## config.mk

```make
export PLATFORM = sky130hd
export DESIGN_NAME = instr_fetch_unit
export DESIGN_NICKNAME = d
export VERILOG_FILES = /design/src/rtl/instr_fetch_unit.sv
export SDC_FILE = /design/constraint.sdc
export NUM_CORES = 1
export LEC_CHECK = 0
export ABC_AREA = 1
export ABC_CLOCK_PERIOD_IN_PS = 8650
export CORE_ASPECT_RATIO = 1.5
export CORE_MARGIN = 5
export CORE_UTILIZATION = 55
export DETAILED_ROUTE_END_ITERATION = 10
export GPL_ROUTABILITY_DRIVEN = 0
export PLACE_DENSITY = 0.79
export SLEW_MARGIN = 10
export SYNTH_ARGS = -nofsm -noshare
export SYNTH_HDL_FRONTEND = slang
export SYNTH_SLANG_ARGS = --single-unit
```

## constraint.sdc

```tcl
create_clock -name clk -period 8.65 [get_ports clk]
set_clock_uncertainty 0.2 [all_clocks]
set_input_delay 1.73 -clock clk [delete_from_list [all_inputs] [get_ports clk]]
set_output_delay 1.73 -clock clk [all_outputs]
set_load 0.1 [all_outputs]
```

## src/rtl/instr_fetch_unit.sv

```systemverilog
// ---------------------------------------------------------------------------
// instr_fetch_unit
//
// Instruction-fetch front end placed directly upstream of the TDM arbiter's
// instruction port. It walks the PC sequentially, issues one fetch at a time
// over the reqI/memIReady handshake, buffers returned words with their PCs
// in a small prefetch FIFO, and hands them to decode over a valid/ready
// handshake. A redirect from branch resolution flushes the FIFO and restarts
// fetch at a new PC; an in-flight request is never withdrawn, its data is
// simply dropped when it arrives.
//
// Ports:
//   clk         in   system clock, rising-edge
//   reset       in   asynchronous active-low reset
//   memIAddr    out  fetch address, stable while reqI is high
//   reqI        out  fetch request to the arbiter
//   memIReady   in   one-cycle completion strobe, memIData valid with it
//   memIData    in   returned instruction word
//   redirect    in   flush and restart fetch at redirectPc
//   redirectPc  in   new fetch PC
//   instrValid  out  FIFO head valid
//   instrReady  in   decode accepts the head (pop on valid & ready)
//   instr       out  head instruction word
//   instrPc     out  head PC
//   fifoCount   out  current FIFO occupancy
// ---------------------------------------------------------------------------
module instr_fetch_unit #(
    parameter int                 IADDR_W    = 32,
    parameter int                 IDATA_W    = 32,
    parameter int                 FIFO_DEPTH = 4,
    parameter logic [IADDR_W-1:0] RESET_PC   = '0,
    parameter int                 PC_STEP    = 4
) (
    input  logic                          clk,
    input  logic                          reset,
    output logic [IADDR_W-1:0]            memIAddr,
    output logic                          reqI,
    input  logic                          memIReady,
    input  logic [IDATA_W-1:0]            memIData,
    input  logic                          redirect,
    input  logic [IADDR_W-1:0]            redirectPc,
    output logic                          instrValid,
    input  logic                          instrReady,
    output logic [IDATA_W-1:0]            instr,
    output logic [IADDR_W-1:0]            instrPc,
    output logic [$clog2(FIFO_DEPTH):0]   fifoCount
);

    localparam int PTR_W = $clog2(FIFO_DEPTH);
    localparam int CNT_W = PTR_W + 1;
    localparam logic [CNT_W-1:0]   DEPTH_C = CNT_W'(FIFO_DEPTH);
    localparam logic [IADDR_W-1:0] STEP_C  = IADDR_W'(PC_STEP);

    typedef enum logic [1:0] {
        S_IDLE,   // no request outstanding
        S_REQ,    // request outstanding, its data will be kept
        S_DRAIN   // request outstanding, its data will be discarded
    } state_e;

    state_e              state_q;
    logic [IADDR_W-1:0]  pc_q;
    logic [IADDR_W-1:0]  addr_q;
    logic                req_q;

    logic [PTR_W-1:0]    wr_ptr_q;
    logic [PTR_W-1:0]    rd_ptr_q;
    logic [CNT_W-1:0]    count_q;
    logic [CNT_W-1:0]    count_d;

    logic [IADDR_W-1:0]  pc_mem_q   [FIFO_DEPTH];
    logic [IDATA_W-1:0]  data_mem_q [FIFO_DEPTH];

    logic                pop;
    logic                push;
    logic                flush;
    logic [CNT_W-1:0]    occ_after_pop;

    // -----------------------------------------------------------------------
    // FIFO control
    // -----------------------------------------------------------------------
    always_comb begin
        // NOTE: every signal assigned here gets a default first, so no path
        // leaves it unassigned and no latch is inferred.
        pop           = 1'b0;
        push          = 1'b0;
        flush         = 1'b0;
        count_d       = count_q;
        occ_after_pop = count_q;

        pop   = (count_q != '0) && instrReady;
        // A redirect always empties the FIFO; nothing in it belongs to the
        // new instruction stream.
        flush = redirect;
        // Only a response to a live request is kept; DRAIN data is dropped.
        push  = (state_q == S_REQ) && memIReady && !redirect;

        // Occupancy seen by the issue decision, crediting a same-cycle pop.
        occ_after_pop = count_q - CNT_W'(pop);

        if (flush) begin
            count_d = '0;
        end else if (push && !pop) begin
            count_d = count_q + CNT_W'(1);
        end else if (pop && !push) begin
            count_d = count_q - CNT_W'(1);
        end
    end

    always_ff @(posedge clk or negedge reset) begin
        if (!reset) begin
            wr_ptr_q <= '0;
            rd_ptr_q <= '0;
            count_q  <= '0;
        end else begin
            // NOTE: state registers use non-blocking assignments so every
            // flop samples the pre-edge values regardless of statement order.
            count_q <= count_d;
            if (flush) begin
                wr_ptr_q <= '0;
                rd_ptr_q <= '0;
            end else begin
                // Pointers wrap naturally because FIFO_DEPTH is a power of two.
                if (push) wr_ptr_q <= wr_ptr_q + PTR_W'(1);
                if (pop)  rd_ptr_q <= rd_ptr_q + PTR_W'(1);
            end
        end
    end

    // NOTE: the storage array has no reset; entries are only read when
    // count_q says they were written, so resetting them buys nothing.
    always_ff @(posedge clk) begin
        if (push) begin
            pc_mem_q[wr_ptr_q]   <= pc_q;
            data_mem_q[wr_ptr_q] <= memIData;
        end
    end

    // -----------------------------------------------------------------------
    // Fetch FSM with registered request outputs
    // -----------------------------------------------------------------------
    always_ff @(posedge clk or negedge reset) begin
        if (!reset) begin
            state_q <= S_IDLE;
            pc_q    <= RESET_PC;
            addr_q  <= RESET_PC;
            req_q   <= 1'b0;
        end else begin
            case (state_q)
                S_IDLE: begin
                    // memIReady is ignored here: nothing is outstanding.
                    if (redirect) begin
                        pc_q <= redirectPc;
                    end else if (occ_after_pop < DEPTH_C) begin
                        state_q <= S_REQ;
                        addr_q  <= pc_q;
                        req_q   <= 1'b1;
                    end
                end

                S_REQ: begin
                    if (redirect) begin
                        pc_q <= redirectPc;
                        if (memIReady) begin
                            req_q   <= 1'b0;
                            state_q <= S_IDLE;
                        end else begin
                            // The arbiter may already be servicing this
                            // request, so keep it asserted and drop its data.
                            state_q <= S_DRAIN;
                        end
                    end else if (memIReady) begin
                        pc_q    <= pc_q + STEP_C;
                        req_q   <= 1'b0;
                        state_q <= S_IDLE;
                    end
                end

                S_DRAIN: begin
                    if (redirect) begin
                        pc_q <= redirectPc;
                    end
                    if (memIReady) begin
                        req_q   <= 1'b0;
                        state_q <= S_IDLE;
                    end
                end

                default: begin
                    req_q   <= 1'b0;
                    state_q <= S_IDLE;
                end
            endcase
        end
    end

    // -----------------------------------------------------------------------
    // Outputs
    // -----------------------------------------------------------------------
    assign memIAddr   = addr_q;
    assign reqI       = req_q;
    assign instrValid = (count_q != '0);
    assign instr      = data_mem_q[rd_ptr_q];
    assign instrPc    = pc_mem_q[rd_ptr_q];
    assign fifoCount  = count_q;

endmodule

```

==> flow_metrics.py <==
metrics = {
    "floorplan": {
        "std_cell_rows": 70,
        "die_w_um": 138,
        "fp.coreArea_um2": 24300,
        "start_util_pct": 55.7,
        "pin_count": 170,
        "die_area_um2": 28000,
        "dieHeight_um": 202,
    },
    "setup_path": {
        "crit_type": "flop to output port",
        "arrival_ps": 4010,
        "critPathCaptureType": "output port",
        "startpoint_type": "flop",
        "crit_path_max_fanout": 88,
        "crit_required_ps": 6720,
    },
    "clock_network": {
        "htreeDepth": 1,
        "cts_setup_buffers": 0,
        "cts.clk_slew.worst_paths_ps": 70,
        "postCtsHoldBufs": 0,
        "clockBufferDepth": 3,
        "insertion_delay_ps": 540,
        "cts.sinks": 330,
        "cts_root_buf": "clkbuf_16",
        "numCtsBuffers": 28,
        "cts_resized": 0,
        "tritoncts": "done",
    },
    "finish": {
        "fin_util_pct": 67.3,
        "stdcell_area_um2": 16400,
        "fin_cells": 1706,
        "layout-drive-gt1-share_pct": 5.14,
        "nets": 1439,
        "antenna-diode-count": 0,
        "syn_to_final_growth_pct": 20.8,
    },
    "yosys": {
        "synth.area.top_cells": "edfxtp_1 (57%), dfrtp_1 (14%), o21ai_0 (6.9%)",
        "synth_area_per_cell_um2": 11.2,
        "synth_common_cells": "edfxtp_1 (256), nor2_1 (222), nand2_1 (188)",
        "seq_area_frac_synth_pct": 70.3,
        "synth_seq_cells": 330,
        "synthCells": 1211,
        "yosysMostFrequentCell": "edfxtp_1",
        "synth_edf_count": 256,
        "yosys_most_used_dff": "edfxtp_1",
        "yosysTopAreaCell": "edfxtp_1",
        "synth_top_area_share_pct": 56.7,
        "syn-cell-area_um2": 13600,
        "synthArstFlopShare_pct": 22.4,
        "syn-num-nets": 1290,
        "ys.warnings.count": 0,
        "ys_types": 29,
    },
    "place": {
        "hpwl_um": 19200,
        "placed_cells": 1654,
        "preCtsSetupSlack_ps": 3270,
        "placed_area_um2": 15500,
        "port_buffers": 169,
    },
    "sta": {
        "maxSlewViolCount": 0,
        "tns_ps": 0,
        "max_freq_ghz": 0.168,
        "hold_viol": 0,
        "slew-limit-headroom_pct": 26.9,
        "post-route-min-period_ps": 5940,
        "setup_violations": 0,
        "setup_slack_ps": 2710,
        "period_share_pct": 68.6,
        "rsz0062_at_grt": "false",
        "worstMarginPinSlew_ps": 1090,
    },
    "power": {
        "p_leak_uw": 0.00596,
        "p_per_area_nw_per_um2": 386,
        "irDropWorstVdd_mv": 0.276,
    },
    "global_route": {
        "grt.overflow.total": 0,
        "grt_start_max_net_pins": 105,
        "grt_pass1_vias": 9675,
        "antenna_found_initial": 0,
        "grt_pass1_wl_um": 49000,
        "grt_usage_pct": 21.6,
    },
    "routing": {
        "vias": 9510,
        "wl_per_cell_um": 18.2,
        "drt_pre_antenna_iters": 5,
        "totalWireLength_um": 31000,
        "drtIter0Drc": 618,
        "postRouteAntennaNets": 0,
        "drc_errors": 0,
        "viasPerCell": 5.57,
    },
    "run": {
        "maxCapViolations": 0,
    },
    "run_status": {
        "status": "complete, no violations",
    },
    "min_path": {
        "hold_path_class": "flop to flop",
    },
}
-- per-stage QoR --
step | total power (uW) | hold slack (ps)
3_3_place_gp | 5100 | 266
6_report | 6320 | 290
2_1_floorplan | 4420 | 276
4_1_cts | 6340 | 292
5_1_grt | 6600 | 321
3_5_place_dp | 5150 | 277
-- worst max-delay path: stages, from the launching register on --
cell,delay (ps)
dfrtp_4,610
clkinv_2,780
buf_4,510
o21ai_0,140
o22ai_1,200
clkdlybuf4s50_1,1180
-- worst paths after layout --
check	end	depth (start not counted)	slack [ps]	start
hold / removal	memIAddr[2]	2	290	memIAddr[2]
setup reg to reg	data_mem_q[3][6]	7	5640	state_q[1]
hold reg to reg	memIAddr[2]	2	290	memIAddr[2]
min in group asynchronous	state_q[1]	2	1200	reset
setup / recovery	instr[18]	5	2710	rd_ptr_q[0]
max in group asynchronous	rd_ptr_q[0]	2	6320	reset
-- state kept, by name (all words and copies together) (netlist names) --
register / flops
data_mem_q: 128
pc_mem_q: 128
memIAddr: 32
pc_q: 32
fifoCount: 3
rd_ptr_q: 2
state_q: 2
wr_ptr_q: 2
reqI: 1
-- layout make-up --
cell class | count | area (um^2)
well taps | 324 | 405
flip-flops and latches | 330 | 9540
multi-input cells | 755 | 3550
inverters | 66 | 249
repair buffers | 179 | 1760
clock buffers | 34 | 744
clock inverters | 18 | 135
fillers | 1836 | 7960
-- layout by cell type, fill, tap and decap left out, drive strengths merged --
cell type      count
clkinv            13
edfxtp           256
clkinvlp           3
o21ai            191
o22ai             72
nand3b             1
xnor2              1
a22oi              1
dfrtp             74
a211oi             1
nor3               3
inv               66
xor2               5
or2                3
bufinv             2
nand3             37
ha                 9
nor2             223
fa                 1
nand2            188
clkbuf            34
mux2               4
a21oi             13
nand4              2
clkdlybuf4s50    168
buf               11
-- power breakdown --
part	internal, uW	switching, uW
registers	2010	251
logic	631	2230
clock network	671	528
-- kinds of logic (layout without fill, tap and decap cells) --
| family | after synthesis | after routing | synth area share, % |
|---|---|---|---|
| and+or+nand+nor | 457 | 457 | 13.3 |
| xor gates and xnor gates | 6 | 6 | 0.387 |
| DFF | 330 | 330 | 70.3 |
| adders and majority gates | 10 | 10 | 0.978 |
| AOI/OAI and AO/OA | 278 | 278 | 11.0 |
| buffers and inverters | 126 | 297 | 3.73 |
| muxes | 4 | 4 | 0.332 |
-- per-layer routing --
metal / vias to the layer above / global-route usage [%] / wire, um
li1: 4513 / - / -
met1: 4583 / 26.4 / 12100
met2: 333 / 38.3 / 16100
met3: 81 / 2.70 / 1460
met4: 0 / 9.60 / 1320
met5: - / 0 / 0
No activity file was read; power rests on OpenSTA's default activity.
